--- config.mk ---
export PLATFORM = sky130hd
export DESIGN_NAME = fetch_pc_unit
export DESIGN_NICKNAME = d
export VERILOG_FILES = /design/src/rtl/fetch_pc_unit_pkg.sv /design/src/rtl/fetch_slot_reg.sv /design/src/rtl/fetch_pc_unit.sv
export SDC_FILE = /design/constraint.sdc
export NUM_CORES = 1
export LEC_CHECK = 0
export CORE_ASPECT_RATIO = 1.2
export CORE_MARGIN = 2
export CORE_UTILIZATION = 50
export DETAILED_ROUTE_END_ITERATION = 8
export PLACE_DENSITY = 0.76
export SETUP_SLACK_MARGIN = 0.5
export SYNTH_ARGS = -nofsm -noshare
export SYNTH_HDL_FRONTEND = slang
export SYNTH_SLANG_ARGS = --single-unit
--- constraint.sdc ---
create_clock -name clock -period 3.6 [get_ports clock]
set_clock_uncertainty 0.05 [all_clocks]
set_input_delay 1.08 -clock clock [delete_from_list [all_inputs] [get_ports clock]]
set_output_delay 1.08 -clock clock [all_outputs]
set_load 0.01 [all_outputs]
--- src/rtl/fetch_pc_unit_pkg.sv ---
// -----------------------------------------------------------------------------
// fetch_pc_unit_pkg
// Shared types for the fetch-side next-PC generator.
//   XLEN           : architectural address width
//   fetch_slot_t   : per-stage slot {valid, pc, pred_taken, pred_target}
//   next_pc_sel_e  : which source feeds the next fetch PC
//   pc_plus4       : sequential successor, wraps modulo 2^XLEN
// -----------------------------------------------------------------------------
package fetch_pc_unit_pkg;

  localparam int XLEN = 32;

  typedef struct packed {
    logic            valid;
    logic [XLEN-1:0] pc;
    logic            pred_taken;
    logic [XLEN-1:0] pred_target;
  } fetch_slot_t;

  typedef enum logic [1:0] {
    SEL_SEQ      = 2'd0,
    SEL_PRED     = 2'd1,
    SEL_REDIRECT = 2'd2
  } next_pc_sel_e;

  function automatic logic [XLEN-1:0] pc_plus4(input logic [XLEN-1:0] pc);
    return pc + XLEN'(4);
  endfunction

endpackage

--- src/rtl/fetch_slot_reg.sv ---
// -----------------------------------------------------------------------------
// fetch_slot_reg
// One pipeline slot register (used for F2, D and EX).
//   clock    : clock, posedge
//   reset_n  : asynchronous active-low reset, clears the whole slot
//   i_en     : pipeline advance; the slot holds when low
//   i_kill   : the incoming slot is captured as a bubble (valid forced low)
//   i_slot   : slot contents from the previous stage
//   o_slot   : registered slot contents
// -----------------------------------------------------------------------------
import fetch_pc_unit_pkg::*;

module fetch_slot_reg (
  input  logic        clock,
  input  logic        reset_n,
  input  logic        i_en,
  input  logic        i_kill,
  input  fetch_slot_t i_slot,
  output fetch_slot_t o_slot
);

  fetch_slot_t r_slot;
  fetch_slot_t w_slot_next;

  always_comb begin
    w_slot_next       = i_slot;
    w_slot_next.valid = i_slot.valid & ~i_kill;
  end

  always_ff @(posedge clock or negedge reset_n) begin
    if (!reset_n) begin
      r_slot <= '0;
    end else if (i_en) begin
      r_slot <= w_slot_next;
    end
  end

  assign o_slot = r_slot;

endmodule

--- src/rtl/fetch_pc_unit.sv ---
// -----------------------------------------------------------------------------
// fetch_pc_unit
// Fetch-side next-PC generator. Issues fetch_pc (F1) to the branch predictor
// and instruction memory, consumes the prediction for the F2 slot one cycle
// later, carries it through D to EX and resolves it there.
//   clock, reset_n            : clock (posedge) / async active-low reset
//   enable                    : pipeline advance, shared with the predictor
//   fetch_pc                  : F1 PC
//   pred_taken, pred_target   : prediction for the F2 slot
//   ex_branch_active/taken/target : actual outcome of the EX instruction
//   f2_valid, d_valid, ex_valid, ex_pc : slot status
//   flush                     : kill F1/F2/D downstream this cycle
//   branch_count, mispredict_count : wrapping performance counters
// -----------------------------------------------------------------------------
import fetch_pc_unit_pkg::*;

module fetch_pc_unit #(
  parameter logic [XLEN-1:0] RESET_VECTOR = 32'h0000_0000,
  parameter int              CNT_WIDTH    = 32
) (
  input  logic                 clock,
  input  logic                 reset_n,
  input  logic                 enable,
  output logic [XLEN-1:0]      fetch_pc,
  input  logic                 pred_taken,
  input  logic [XLEN-1:0]      pred_target,
  input  logic                 ex_branch_active,
  input  logic                 ex_branch_taken,
  input  logic [XLEN-1:0]      ex_branch_target,
  output logic                 f2_valid,
  output logic                 d_valid,
  output logic                 ex_valid,
  output logic [XLEN-1:0]      ex_pc,
  output logic                 flush,
  output logic [CNT_WIDTH-1:0] branch_count,
  output logic [CNT_WIDTH-1:0] mispredict_count
);

  logic [XLEN-1:0]      r_fetch_pc;
  logic [CNT_WIDTH-1:0] r_branch_count;
  logic [CNT_WIDTH-1:0] r_mispredict_count;

  fetch_slot_t  w_f2_in;
  fetch_slot_t  w_f2_slot;
  fetch_slot_t  w_d_in;
  fetch_slot_t  w_d_slot;
  fetch_slot_t  w_ex_slot;

  logic         w_dir_wrong;
  logic         w_tgt_wrong;
  logic         w_mispredict;
  logic         w_pred_redirect;
  logic         w_kill_f1;
  next_pc_sel_e w_next_sel;
  logic [XLEN-1:0] w_redirect_pc;
  logic [XLEN-1:0] w_next_pc;

  // The PC in F1 is always a live fetch; it only becomes a bubble when it is
  // overtaken by a redirect (mispredict or taken prediction in F2).
  always_comb begin
    w_f2_in       = '0;
    w_f2_in.valid = 1'b1;
    w_f2_in.pc    = r_fetch_pc;
  end

  // The predictor answers for the F2 slot, so its output is latched as the
  // slot moves into D.
  always_comb begin
    w_d_in             = w_f2_slot;
    w_d_in.pred_taken  = pred_taken;
    w_d_in.pred_target = pred_target;
  end

  fetch_slot_reg u_f2_slot (
    .clock   (clock),
    .reset_n (reset_n),
    .i_en    (enable),
    .i_kill  (w_kill_f1),
    .i_slot  (w_f2_in),
    .o_slot  (w_f2_slot)
  );

  fetch_slot_reg u_d_slot (
    .clock   (clock),
    .reset_n (reset_n),
    .i_en    (enable),
    .i_kill  (w_mispredict),
    .i_slot  (w_d_in),
    .o_slot  (w_d_slot)
  );

  fetch_slot_reg u_ex_slot (
    .clock   (clock),
    .reset_n (reset_n),
    .i_en    (enable),
    .i_kill  (w_mispredict),
    .i_slot  (w_d_slot),
    .o_slot  (w_ex_slot)
  );

  // A non-branch that was predicted taken also mispredicts: fetch went to a
  // bogus target and must resume at ex_pc+4.
  always_comb begin
    w_dir_wrong     = ex_branch_taken != w_ex_slot.pred_taken;
    w_tgt_wrong     = ex_branch_taken & (ex_branch_target != w_ex_slot.pred_target);
    w_mispredict    = w_ex_slot.valid &
                      ((ex_branch_active & (w_dir_wrong | w_tgt_wrong)) |
                       (~ex_branch_active & w_ex_slot.pred_taken));
    w_pred_redirect = w_f2_slot.valid & pred_taken;
    w_kill_f1       = w_mispredict | w_pred_redirect;
  end

  // Mispredict outranks the F2 prediction: the F2 slot is younger and dies.
  always_comb begin
    w_next_sel    = SEL_SEQ;
    w_redirect_pc = ex_branch_taken ? ex_branch_target : pc_plus4(w_ex_slot.pc);
    w_next_pc     = pc_plus4(r_fetch_pc);
    if (w_mispredict) begin
      w_next_sel = SEL_REDIRECT;
    end else if (w_pred_redirect) begin
      w_next_sel = SEL_PRED;
    end
    case (w_next_sel)
      SEL_REDIRECT: w_next_pc = w_redirect_pc;
      SEL_PRED:     w_next_pc = pred_target;
      default:      w_next_pc = pc_plus4(r_fetch_pc);
    endcase
  end

  always_ff @(posedge clock or negedge reset_n) begin
    if (!reset_n) begin
      r_fetch_pc <= RESET_VECTOR;
    end else if (enable) begin
      r_fetch_pc <= w_next_pc;
    end
  end

  always_ff @(posedge clock or negedge reset_n) begin
    if (!reset_n) begin
      r_branch_count     <= '0;
      r_mispredict_count <= '0;
    end else if (enable) begin
      if (w_ex_slot.valid & ex_branch_active) begin
        r_branch_count <= r_branch_count + CNT_WIDTH'(1);
      end
      if (w_mispredict) begin
        r_mispredict_count <= r_mispredict_count + CNT_WIDTH'(1);
      end
    end
  end

`ifndef SYNTHESIS
  always @(posedge clock) begin
    if (reset_n && enable && w_pred_redirect) begin
      assert (pred_target[1:0] == 2'b00)
        else $error("pred_target %h not word aligned", pred_target);
    end
    if (reset_n && enable && w_ex_slot.valid && ex_branch_active && ex_branch_taken) begin
      assert (ex_branch_target[1:0] == 2'b00)
        else $error("ex_branch_target %h not word aligned", ex_branch_target);
    end
  end
`endif

  assign fetch_pc         = r_fetch_pc;
  assign f2_valid         = w_f2_slot.valid;
  assign d_valid          = w_d_slot.valid;
  assign ex_valid         = w_ex_slot.valid;
  assign ex_pc            = w_ex_slot.pc;
  assign flush            = w_mispredict & enable;
  assign branch_count     = r_branch_count;
  assign mispredict_count = r_mispredict_count;

endmodule
# Yosys cells after proc, flatten, opt, wreduce, memory -nomap -nowiden
# Cells that the tools add are included.
[classes]
addsub = 4
mul = 0
div = 0
magnitude_cmp = 0
eq_ne = 4
n_shift = 0
muxes = 4
bitwise = 15
reduce_logical = 2
[ops]
columns = ["operator", "count"]
rows = [
  ["adder 32 x 1 -> 32 bit, second input constant", 2],
  ["adder 32 x 3 -> 32 bit, second input constant", 2],
  ["case mux 32 bit (2 select lines)", 1],
  ["two-way mux 32 bit", 1],
  ["inequality test 32 bit", 1],
  ["bitwise AND 1 bit", 9],
  ["AND reduction 2 bit", 2],
  ["NOT 1 bit", 3],
  ["bitwise OR 1 bit", 3],
  ["== test 2 x 1 -> 1 bit, second input constant", 1],
  ["== test 2 bit, second input constant", 1],
  ["two-way mux 2 bit", 1],
  ["two-way mux 1 bit", 1],
  ["inequality test 1 bit", 1],
]
[word_totals]
register_bits = 261
latch_bits = 0
ram_bits = 0
romBits = 0
in_bits = 70
output_inout_bits = 132
wordCells = 42
n_memories = 0

# Depth between registers and ports, before layout
# Gate-level depths: netlist of run 1.
[depth]
ltp_word = 9
ltp_mapped = 9
ltp_nobuf = 8

# By module
# A second synthesis of run 1 with hierarchy kept.
[unflattened]
cells_unflattened = 1133
area_unflattened_um2 = 14181.1
[modules_own_cells]
columns = ["mod", "instances", "cells_per_inst", "area_each_um2", "seq_area_each_um2"]
rows = [
  ["fetch_slot_reg", 3, 141, 2561.2, 1651.6],
  ["fetch_pc_unit", 1, 710, 6497.5, 2402.3],
]

# Worst setup path after synthesis of run 1
# OpenSTA, ideal clock, no wires.
[synth_path]
path_kind = "input to output"
startpoint = "input port ex_branch_target[17]"
endpoint = "output port flush"
t_arrival_ns = 2.176
required_time_ns = 2.470
slack_ns = 0.294
cell_stages = 7
n_path_buf = 0
cell_sequence = "xnor2_1 > nand4_1 > nor4_1 > nand4_1 > and2_1 > nand2_1 > inv_1"
[synth_between]
elab_chain_cells = 7
[synth_lines]
columns = ["item", "line_no", "source"]
rows = [
  ["from (decl)", "fetch_pc_unit.sv:29", "input logic [XLEN-1:0] ex_branch_target,"],
  ["inequality test 32 bit", "fetch_pc_unit.sv:105", "w_tgt_wrong = ex_branch_taken & (ex_branch_target != w_ex_slot.pred_target);"],
  ["bitwise AND 1 bit", "fetch_pc_unit.sv:105", ""],
  ["bitwise OR 1 bit", "fetch_pc_unit.sv:107", "((ex_branch_active & (w_dir_wrong | w_tgt_wrong)) |"],
  ["bitwise AND 1 bit", "fetch_pc_unit.sv:107", ""],
  ["bitwise OR 1 bit", "fetch_pc_unit.sv:107", ""],
  ["bitwise AND 1 bit", "fetch_pc_unit.sv:106", "w_mispredict = w_ex_slot.valid &"],
  ["bitwise AND 1 bit", "fetch_pc_unit.sv:170", "assign flush = w_mispredict & enable;"],
  ["to (decl)", "fetch_pc_unit.sv:34", "output logic flush,"],
]
# No other way between the ends.

# Worst setup path after layout of run 1
[layout_path]
startpoint = "input port ex_branch_target[0]"
endpoint = "output port flush"
# The elaborated chain is that of the path after synthesis.

==> results.md, run 1 <==
- CTS saw roughly 260 sinks.
- The detailed-routing iteration count for the pre-antenna-repair pass is 5.
- The final worst-path cycle share is 102%.
- The synthesized netlist contains slightly above 70 unique library cells.
- The via count of the first global-routing pass is approximately 9600.
- Setup repair after global routing could not meet its margin everywhere.
- approximately 200 I/O pins were placed.
- For this run, the total global-route usage over all layers was measured as between 20% and 30%.
- The final number of hold-violating endpoints was 0.
- Counting flops with a built-in enable in the synthesized netlist gives 0.
- Entering global routing, the biggest net connects about 170 pins.
- The final layout net count is 1370.
- In this run the remaining antenna-violating nets after routing total 0.
- The total core area is between 0.02 and 0.03 sq mm.
- The Yosys step of the flow raised 0 warnings.
- Along the worst path, the maximum fanout reaches 2.
- The insertion delay to the later sink of the worst-skew pair is 0.54 ns.
- Clock-pin slew was measured on the worst setup and hold paths at ~0.060 ns.
- The shortest period the worst path allows is around 3.7 ns.
- The H-tree depth reported by CTS is 1.
- After global routing the overflow that remains totals 0.
- The static leakage power is about 6.9 nW.
- The y dimension of the die is 181 um.
- The synthesis-to-layout area growth is 23.7%.
- The predominant post-synthesis flop cell is dfrtp_1.
- The aggregate negative setup slack is -0.0616 ns.
- The via count is 9391.
- The clock root buffer is clkbuf_16.
- TritonCTS built the clock tree.
- The congestion estimate from routability-driven global placement came to slightly above 0.8.
- The startpoint of the worst-slack reg-to-reg timing path is u_ex_slot.o_slot[0].
- Ranked by total cell area, the synthesized netlist is headed by dfrtp_1, mux2_2, xnor2_1.
- The worst setup path category is input pin to output port.
- The mapped cell area is roughly 0.013 sq mm.
- The number of buffers created by CTS is 27.
- Leaving out fill and tap cells, the most frequent cells in the layout are dfrtp_1, clkdlybuf4s50_1, mux2_2, nand2_1, xnor2_1.
- The required time at the endpoint of the critical path is around 2.5 ns.
- The DRC violation count after routing is 0.
- The total power after layout is 10.2 mW.
- The average wire per standard cell is just under 20 um.
- The launching element of the worst setup path is ex_branch_target[0].
- The run finished, with violations left.
- In this run, the number of DRC markers left after iteration 0 of detailed routing was 686.
- The power per cell area is ~630 mW/mm^2.
- The worst setup path is launched from an input pin.
- After filler insertion, the fill cell instance count of the layout stands at between 2000 and 2500.
- Cells with a size suffix above 1 make up between 20% and 30% of the layout.
- The top cell type by area accounts for between 40% and 50% of the synthesized area.
- After detailed routing, the number of vias per cell comes to 5.71.
- The headroom to the max-slew limit is around two fifths.
- For the pin with the worst max-slew slack, the measured transition is approximately 0.9 ns.
- In this run the mean area of a mapped cell was 11.5 sq um.
- The total wire length is between 30 and 40 mm.
- VDD sags by at most 0.000430 V.
- Row generation in the floorplan step produced 64 rows.
- The leading cell type in the layout, fill and taps excluded is dfrtp_1.
- The post-synthesis sequential element count is 261.
- The die is between 150 and 200 um wide.
- The fmax is ~0.27 GHz.
- The share of synthesized registers carrying an async set or reset is 100%.
- The area of the die is between 0.02 and 0.03 sq mm.
- After synthesis, flip-flops and latches occupy 50.0% of the total area.
- In this run the most critical hold path is launched from branch_count[31].
- The category of the worst setup path capture point is an output port.
- The total of hold buffers inserted after clock tree synthesis is 0.
- The checks that failed: negative setup slack.
- The count of buffers added on input and output ports is between 200 and 250.
- The class of the worst hold path is flip-flop to flip-flop.
- The longest clock path from root to sink contains 3 buffers.
- The library cell with the largest summed area after synthesis is dfrtp_1.
- The number of max-capacitance violations reported is 0.
- Once detailed placement completed, the half-perimeter wirelength came to between 20 and 25 mm.
- The final number of max-transition violations is 0.
- The wire length of the first global-routing pass is about 50 mm.
- The number of antenna violations at the first check in global routing is 4.
- At the worst endpoint, the arrival time is around 2.5 ns.
- Once the floorplan was initialized, standard cells occupied between 50% and 60% of the core.
- After technology mapping, the gate count stands at ~1100.
- The number of nets produced by synthesis is 1212.
- The setup violation total in the final timing report is 1.
- The minimum setup slack in the final design is -0.0616 ns.
synthesized netlist by cell type (all sizes together), types with 8 or more instances:
master	number
nand4	28
o31ai	9
nor3	13
a32o	8
and4	13
o21ai	23
nor4	15
mux2i	19
and2	9
mux2	163
buf	73
a21oi	16
nand3	51
nor2	40
inv	18
o211ai	11
xnor2	80
clkbuf	45
and3	33
xor2	52
dfrtp	261
nand2	93
final cells by class:
type	count	area, sq um	share of cell area [%]
clock buffer	40	825	5.10
clock inverter	5	50.0	0.310
inverter	19	73.8	0.457
sequential	261	6530	40.4
timing repair buffer	248	2410	14.9
tap	330	413	2.55
multi-input combinational	739	5860	36.3
antenna	3	7.51	0.0464
kinds of logic (layout without fill, tap and decap cells):
family / after synthesis / after routing / synth area share (%)
DFF: 261 / 261 / 50.0
muxes: 182 / 182 / 15.5
other: 0 / 3 / 0
xor gates and xnor gates: 132 / 132 / 8.84
and+or+nand+nor: 308 / 308 / 12.7
AOI/OAI and AO/OA: 113 / 113 / 6.13
adders and majority gates: 4 / 4 / 0.383
buffers and inverters: 138 / 312 / 6.44
flip-flops by register name, indices dropped and copies added (netlist names):
register / count
branch_count: 32
fetch_pc: 32
mispredict_count: 32
u_d_slot.o_slot: 66
u_ex_slot.o_slot: 66
u_f2_slot.o_slot: 33
what timing repair did:
item	CTS	global route
resized for setup	80	7
gates cloned	0	0
setup endpoints to repair	15	2
setup buffers	2	1
pin swaps	21	10
stage by stage:
step                      cell area (sq um)  std cells  setup WS, ns  utilization [%]  hold WS [ns]
after floorplan                       13100       1138         0.484                -         0.399
after global placement                15200       1594        -0.819             59.3         0.406
after detailed placement              15200       1594        -0.830             59.3         0.407
after global routing                  16200       1643        -0.109             63.1         0.439
final                                 16200       1645       -0.0616             63.1         0.412
after CTS                             16100       1641       -0.0899             63.0         0.419
final timing paths:
kind,end,slack (ns),depth (start not counted)
worst max register to register,fetch_pc[25],0.80,11
min in group asynchronous,branch_count[27],0.49,1
worst min register to register,branch_count[31],0.41,1
worst min-delay path,branch_count[31],0.41,1
worst max-delay path,flush,-0.06,11
max in group asynchronous,u_f2_slot.o_slot[50],2.22,2
metal layers:
layer	GRT usage [%]	part of all wire (%)	vias up
met2	39.3	48	338
met5	0	0.034	-
li1	-	-	4292
met4	7.96	3.2	2
met3	4.72	7.1	75
met1	31.1	42	4684
worst max-delay path: stages:
cell     delay (ns)
buf_8          0.10
xnor2_2        0.11
buf_4          0.14
nand4_1        0.16
nor4_2         0.29
buf_4          0.15
nand4_1        0.11
and2_4         0.18
nand2_4        0.06
inv_4          0.04
buf_6          0.11
power breakdown:
group          leakage, nW  internal (mW)  switching [mW]
clock network        0.438           1.64            1.13
registers             3.19           3.71           0.865
logic                 3.32           1.66            1.18
(Power assumes the default switching activity.)
==> run 2, diff against run 1 <==
CORE_ASPECT_RATIO = unset   (was 1.2)
==> results.md, run 2 (synthesis results as in run 1) <==
- The initial core utilization is about 51%.
- Counting instances, the worst hold path has a depth of 1.
- Traced cell by cell, the critical path runs through buf_2, xnor2_2, nand4_1, nor4_1, buf_4, nand4_1, and2_4, nand2_4, inv_4, buf_6.
- The wire-length estimate of the detail-placed layout is between 20 and 25 mm.
- Across all setup checks in the final design, the least slack found is -0.0803 ns.
- The via count of the first global-routing pass is 9628.
- VDD sags by at most 0.000408 V.
- The number of clock sinks is ~260.
- The final layout net count is between 1000 and 1500.
- From synthesis to final layout, the design area changed by 30.6%.
- The critical path is of the input pin to output port type.
- On the final layout, the worst hold slack is approximately 0.43 ns.
- In the layout the commonest cells are dfrtp_1, clkdlybuf4s50_1, mux2_2, nand2_1, xnor2_1.
- For this run the aggregate overflow at the end of global routing stands at 0.
- The placement row count is 59.
- The register clock-pin slew on the reported worst setup and hold paths is 0.06 ns.
- STA classifies the critical path endpoint as an output port.
- The count of cells in the finished layout, fillers not included, comes to between 1500 and 2000.
- Setup repair after global routing could not meet its margin everywhere.
- The clock root buffer is clkbuf_16.
- The maximum number of pins on one net before global-route repair is around 190.
- The flow ran to the end, but the final reports show violations.
- just over 200 I/O pins were placed.
- In this run the power density over the cells is 615 mW/mm^2.
- The final number of hold-violating endpoints is 0.
- The min-delay analysis places its worst path in the category flip-flop to flip-flop.
- For this block, the routed nets add up to around 34 mm of wire.
- The slew of the pin with the lowest slew margin is between 1 and 1.5 ns.
- The arrival time of data at the critical path endpoint is roughly 2.6 ns.
- The number of buffers on the longest clock path is 3.
- The worst reg2reg path endpoint is fetch_pc[2].
- The startpoint of the worst-slack reg-to-reg timing path is u_ex_slot.o_slot[0].
- The total power after layout is approximately 11 mW.
- The placed instance count is roughly 1600.
- The delay of the slowest cell on the worst path is ~0.27 ns.
- The H-tree depth reported by CTS is 1.
- At the worst endpoint, the required time is 2.47 ns.
- The number of cells on the worst reg-to-reg path is 21.
- Static timing analysis puts the maximum clock frequency at roughly 0.27 GHz.
- The via count is 9669.
- The final number of max-transition violations came to 0.
- The final critical path takes up 102% of the cycle.
- The shortest period the worst path allows is around 3.7 ns.
- The static leakage power is 7.37 nW.
- In this design, the critical path's most frequently occurring cell is nand4_1.
- The critical path launch point type is an input pin.
- Setup violations remaining at the end of the flow were counted as 1.
- The first routing iteration left slightly below 900 violations.
- The total core area is around 0.026 sq mm.
- At the end of routability-driven placement, the weighted congestion stood at approximately 0.82.
- The pre-antenna-repair detailed-routing pass consisted of 5 iterations.
- The checks that failed: negative setup slack.
- Of all nets on the critical path, the largest fanout is 2.
- Of the cells placed in the final design, the portion with a size suffix greater than 1 is slightly below 30%.
- Global routing used around a quarter of the available tracks.
- The internal reg-to-reg setup slack is ~0.23 ns.
- For this design, the slowest cell found on the critical path is nor4_1.
- The average wire per standard cell is 20.5 um.
- The count of nets left with antenna violations after detail routing is 0.
- Dividing the detail-routed via count by the number of cells gives between 5 and 6.
- The headroom to the max-slew limit is 32.2%.
- For this run, design rule violations remaining after detail routing come to 0.
- The count of buffers added on input and output ports is roughly 200.
- The first global-routing pass estimated 54.5 mm of wire.
- The y dimension of the die is around 170 um.
- The hold path startpoint is branch_count[31].
- The leading cell type in the layout, fill and taps excluded is dfrtp_1.
- For hold timing, the worst endpoint is branch_count[31].
- The TritonCTS clock tree is built.
- The number of antenna violations at the first check in global routing is 3.
- The number of clock buffers added by TritonCTS is 28.
- The area of the die is about 0.027 sq mm.
- The insertion delay to the later sink of the worst-skew pair is roughly 0.54 ns.
- The tool flagged a number of max-cap violations equal to 0.
- The die is roughly 170 um wide.
-- run 2: changes by cell type in the layout (fill, tap and decap cells not counted), sizes merged --
| cell | change |
|---|---|
| diode | -1 |
| clkinv | -1 |
| buf | +25 |
| clkdlybuf4s50 | -1 |
| dlygate4sd2 | -9 |
| bufinv | +1 |
| clkdlybuf4s15 | +3 |
| clkbuf | +8 |
-- run 2: repair_timing --
item	in CTS	in global routing
endpoints found under the hold margin	0	0
pin swaps	84	60
setup endpoints to repair	12	56
gates resized for setup	183	48
buffers inserted	12	11
hold buffers	0	0
cloned	1	3
-- run 2: metal layers --
layer | routed length, um | up-vias | track usage (%)
li1 | - | 4350 | -
met1 | 14900 | 4932 | 34.1
met4 | 1260 | 2 | 8.43
met5 | 17 | - | 0
met3 | 1800 | 75 | 4.11
met2 | 16400 | 310 | 39.5
-- run 2: area by class of cell --
cell class | instances | area (sq um)
clock buffer | 42 | 865
timing repair buffer | 272 | 2740
sequential | 261 | 6530
clock inverter | 5 | 75.1
antenna | 2 | 5.00
multi-input combinational | 739 | 6360
fill | 1913 | 8770
tap | 335 | 419
inverter | 19 | 73.8
-- run 2: how the worst max path moves through the flow --
stage / start / to / slack (ns)
final: ex_branch_target[12] / flush / -0.08
after detailed placement: ex_branch_target[3] / flush / -0.80
after CTS: ex_branch_target[3] / flush / -0.06
after floorplan: ex_branch_target[18] / flush / 0.48
after global routing: ex_branch_target[27] / flush / -0.13
after global placement: ex_branch_target[1] / flush / -0.79
-- run 2: power breakdown --
part / leakage, nW / internal, mW / switching, mW
combinational: 3.71 / 1.74 / 1.25
clock: 0.467 / 1.78 / 1.14
sequential: 3.19 / 3.71 / 0.880
total: 7.37 / 7.23 / 3.27
-- run 2: through the flow --
| step | area, sq um | utilization, % | worst slack (ns) | setup TNS [ns] |
|---|---|---|---|---|
| after floorplan | 13100 | - | 0.484 | 0 |
| after global placement | 15200 | 58.8 | -0.789 | -1.46 |
| after detailed placement | 15200 | 58.8 | -0.803 | -2.06 |
| after CTS | 16700 | 64.7 | -0.0610 | -0.0610 |
| after global routing | 17100 | 66.0 | -0.126 | -0.156 |
| final | 17100 | 66.1 | -0.0803 | -0.0803 |
-- run 2: worst max-delay path: cells and delay by family --
family	cells	cell delay, ns
buffers and inverters	4	0.45
AND/OR/NAND/NOR	5	0.82
XOR/XNOR	1	0.20
==> run 3, diff against run 2 <==
CORE_MARGIN = unset   (was 2)
CTS_CLUSTER_SIZE = 12   (was unset)
==> results.md, run 3 (synthesis results as in run 1) <==
- The worst register-to-register path has a setup slack of 0.04 ns.
- The count of nets left with antenna violations after detail routing is 0.
- The setup violation total in the final timing report is 40.
- The final number of hold-violating endpoints is 0.
- After floorplanning, the core was divided into 58 placement rows.
- For the worst-skew pair, the clock arrives at the later sink with an insertion delay of about 0.54 ns.
- Data on the critical path is required at its endpoint by 2.47 ns.
- The final layout net count is 1387.
- The final number of max-transition violations is 0.
- The initial utilization of the core area, before any placement, comes to around 51%.
- The total core area is roughly 0.025 sq mm.
- The peak fanout along the critical path is 2.
- The DRC violation count after routing is 0.
- Clock-pin slew was measured on the worst setup and hold paths at about 0.06 ns.
- The met3 demand-to-capacity share in global routing is under 10%.
- The library cell used most frequently in the layout, excluding fill and tap cells, is dfrtp_1.
- The number of filler instances in the final layout is 1851.
- The die is 164 um wide.
- The smallest clock period supported by the final layout is computed as around 3.8 ns.
- Buffers placed on the I/O ports in this run total between 200 and 250.
- The number of DRC violations after detailed-routing iteration 0 is approximately 1000.
- The area growth from synthesis to layout is 30.4%.
- The final reports fail on negative setup slack.
- The run finished, with violations left.
- The worst setup path category is input pin to output port.
- In the post-route analysis, the smallest setup slack over all paths is -0.154 ns.
- Wires add up to 34.5 mm.
- The wire length of the first global-routing pass is 53.1 mm.
- In this run the worst setup path begins at ex_branch_target[1].
- Dividing the detail-routed via count by the number of cells gives 5.82.
- The HPWL reported at the end of detailed placement is ~23 mm.
- The final worst-path cycle share is 104%.
- In this run the number of H-tree levels came out at 1.
- The number of buffers created by CTS is 29.
- The standard cell with the maximum stage delay on the critical path is nor4_2.
- The aggregate negative setup slack is -1.87 ns.
- The global-route layer with the greatest usage is met2.
- The via count of the first global-routing pass is around 9500.
- The number of antenna violations at the first check in global routing is 5.
- The min-delay analysis places its worst path in the category flip-flop to flip-flop.
- The via count is between 9000 and 10000.
- In the final layout, the multi-input gates occupy roughly 0.0064 sq mm.
- The critical path launch point type is an input pin.
- For this run, the top clock speed supported by timing is roughly 0.27 GHz.
- The startpoint of the worst-slack reg-to-reg timing path is u_ex_slot.o_slot[0].
- The average wire per standard cell is 20.7 um.
- TritonCTS built the clock tree.
- Global routing used 40.6% of the available met2 tracks.
- The maximum number of pins on one net before global-route repair is 136.
- Global routing finished with a remaining overflow of 0.
- Summed over all cells, the static leakage comes to 7.35 nW.
- The sequential cells in the finished layout cover a total of 0.00653 sq mm.
- Hold repair after CTS inserted 0 buffers.
- The headroom to the max-slew limit is between 50 and 60%.
- In the layout the commonest cells are dfrtp_1, clkdlybuf4s50_1, mux2_2, nand2_1, xnor2_1.
- For the pin with the worst max-slew slack, the measured transition is between 0.7 and 0.8 ns.
- The tool flagged a number of max-cap violations equal to 0.
- Setup repair after global routing could not meet its margin everywhere.
- The overall global routing resource usage is around a quarter.
- The number of buffers on the longest clock path is 3.
- The detailed-routing iteration count for the pre-antenna-repair pass is 5.
- The worst setup path is captured at an output port.
- The clock root buffer is clkbuf_16.
- The die covers between 0.02 and 0.03 sq mm.
- Routability-driven placement finished with a final weighted congestion of 0.826.
- In the global route stage, met1 resource usage came out at between 30% and 40%.
- The power per cell area is slightly above 600 mW/mm^2.
- In this run the most critical hold path is launched from branch_count[31].
- The worst-case IR drop observed on VDD is around 0.00044 V.
- The total I/O pin count is 202.
- At the worst endpoint, the arrival time is 2.62 ns.
- The signal on the critical path passes through buf_8, xnor2_2, buf_4, nand4_1, nor4_2, buf_4, nand4_1, and2_4, nand2_4, inv_4, buf_6.
- The number of clock sinks is around 260.
- In this design, the stage delay of the slowest critical-path cell is approximately 0.33 ns.
- The proportion of layout cells with a drive suffix above 1 is between 20% and 30%.
- The y dimension of the die is 164 um.
- The worst hold-check slack is around 0.42 ns.
run 3: cell count changes in the layout (fill, tap and decap cells not counted), moves of 3 or more:
cell,change
clkbuf_1,+3
buf_4,-10
clkdlybuf4s15_1,-3
dlygate4sd2_1,+7
clkbuf_2,-4
run 3: path summary, 6_finish.rpt:
path | to | cells past startpoint
setup / recovery | flush | 11
hold / removal | branch_count[31] | 1
setup reg to reg | fetch_pc[2] | 22
hold reg to reg | branch_count[31] | 1
max in group asynchronous | u_d_slot.o_slot[14] | 2
min in group asynchronous | branch_count[6] | 1
run 3: worst max-delay path, delay by kind of cell:
family / cells / cell delay, ns
buf+inv: 5 / 0.55
simple gates: 5 / 0.86
xor+xnor: 1 / 0.12
run 3: layer usage:
metal / up-vias / wire length (um)
met5: - / 12
met4: 2 / 1240
met3: 84 / 2340
met2: 368 / 16300
met1: 4906 / 14600
li1: 4340 / -
run 3: timing repair:
action,4_1_cts,5_1_grt
pin swaps,82,41
buffers inserted,14,8
setup endpoints to repair,20,56
cloned,1,2
resized for setup,189,32
run 3: cell type report:
type                    instances  share of cell area (%)
inverters                      19                   0.433
diodes                          2                  0.0294
well taps                     330                    2.42
clock buffers                  46                    5.22
repair buffers                263                    16.0
flip-flops and latches        261                    38.3
clock inverters                 7                   0.367
multi-input cells             739                    37.3
run 3: report_power, final:
| part | switching [mW] | internal [mW] | total, mW |
|---|---|---|---|
| Combinational | 1.26 | 1.73 | 2.99 |
| Clock | 1.19 | 1.75 | 2.94 |
| Sequential | 0.884 | 3.71 | 4.60 |
| Total | 3.33 | 7.20 | 10.5 |
run 3: per-stage QoR:
| stage | utilization [%] | power [mW] | area [sq um] | setup WS (ns) | cells |
|---|---|---|---|---|---|
| 2_1_floorplan | - | 6.35 | 13100 | 0.484 | 1138 |
| 3_3_place_gp | 59.6 | 7.34 | 15100 | -0.794 | 1587 |
| 3_5_place_dp | 59.6 | 7.44 | 15100 | -0.872 | 1587 |
| 4_1_cts | 65.9 | 10.5 | 16700 | -0.0839 | 1655 |
| 5_1_grt | 67.1 | 11.1 | 17000 | -0.199 | 1666 |
| 6_report | 67.1 | 10.5 | 17100 | -0.154 | 1667 |
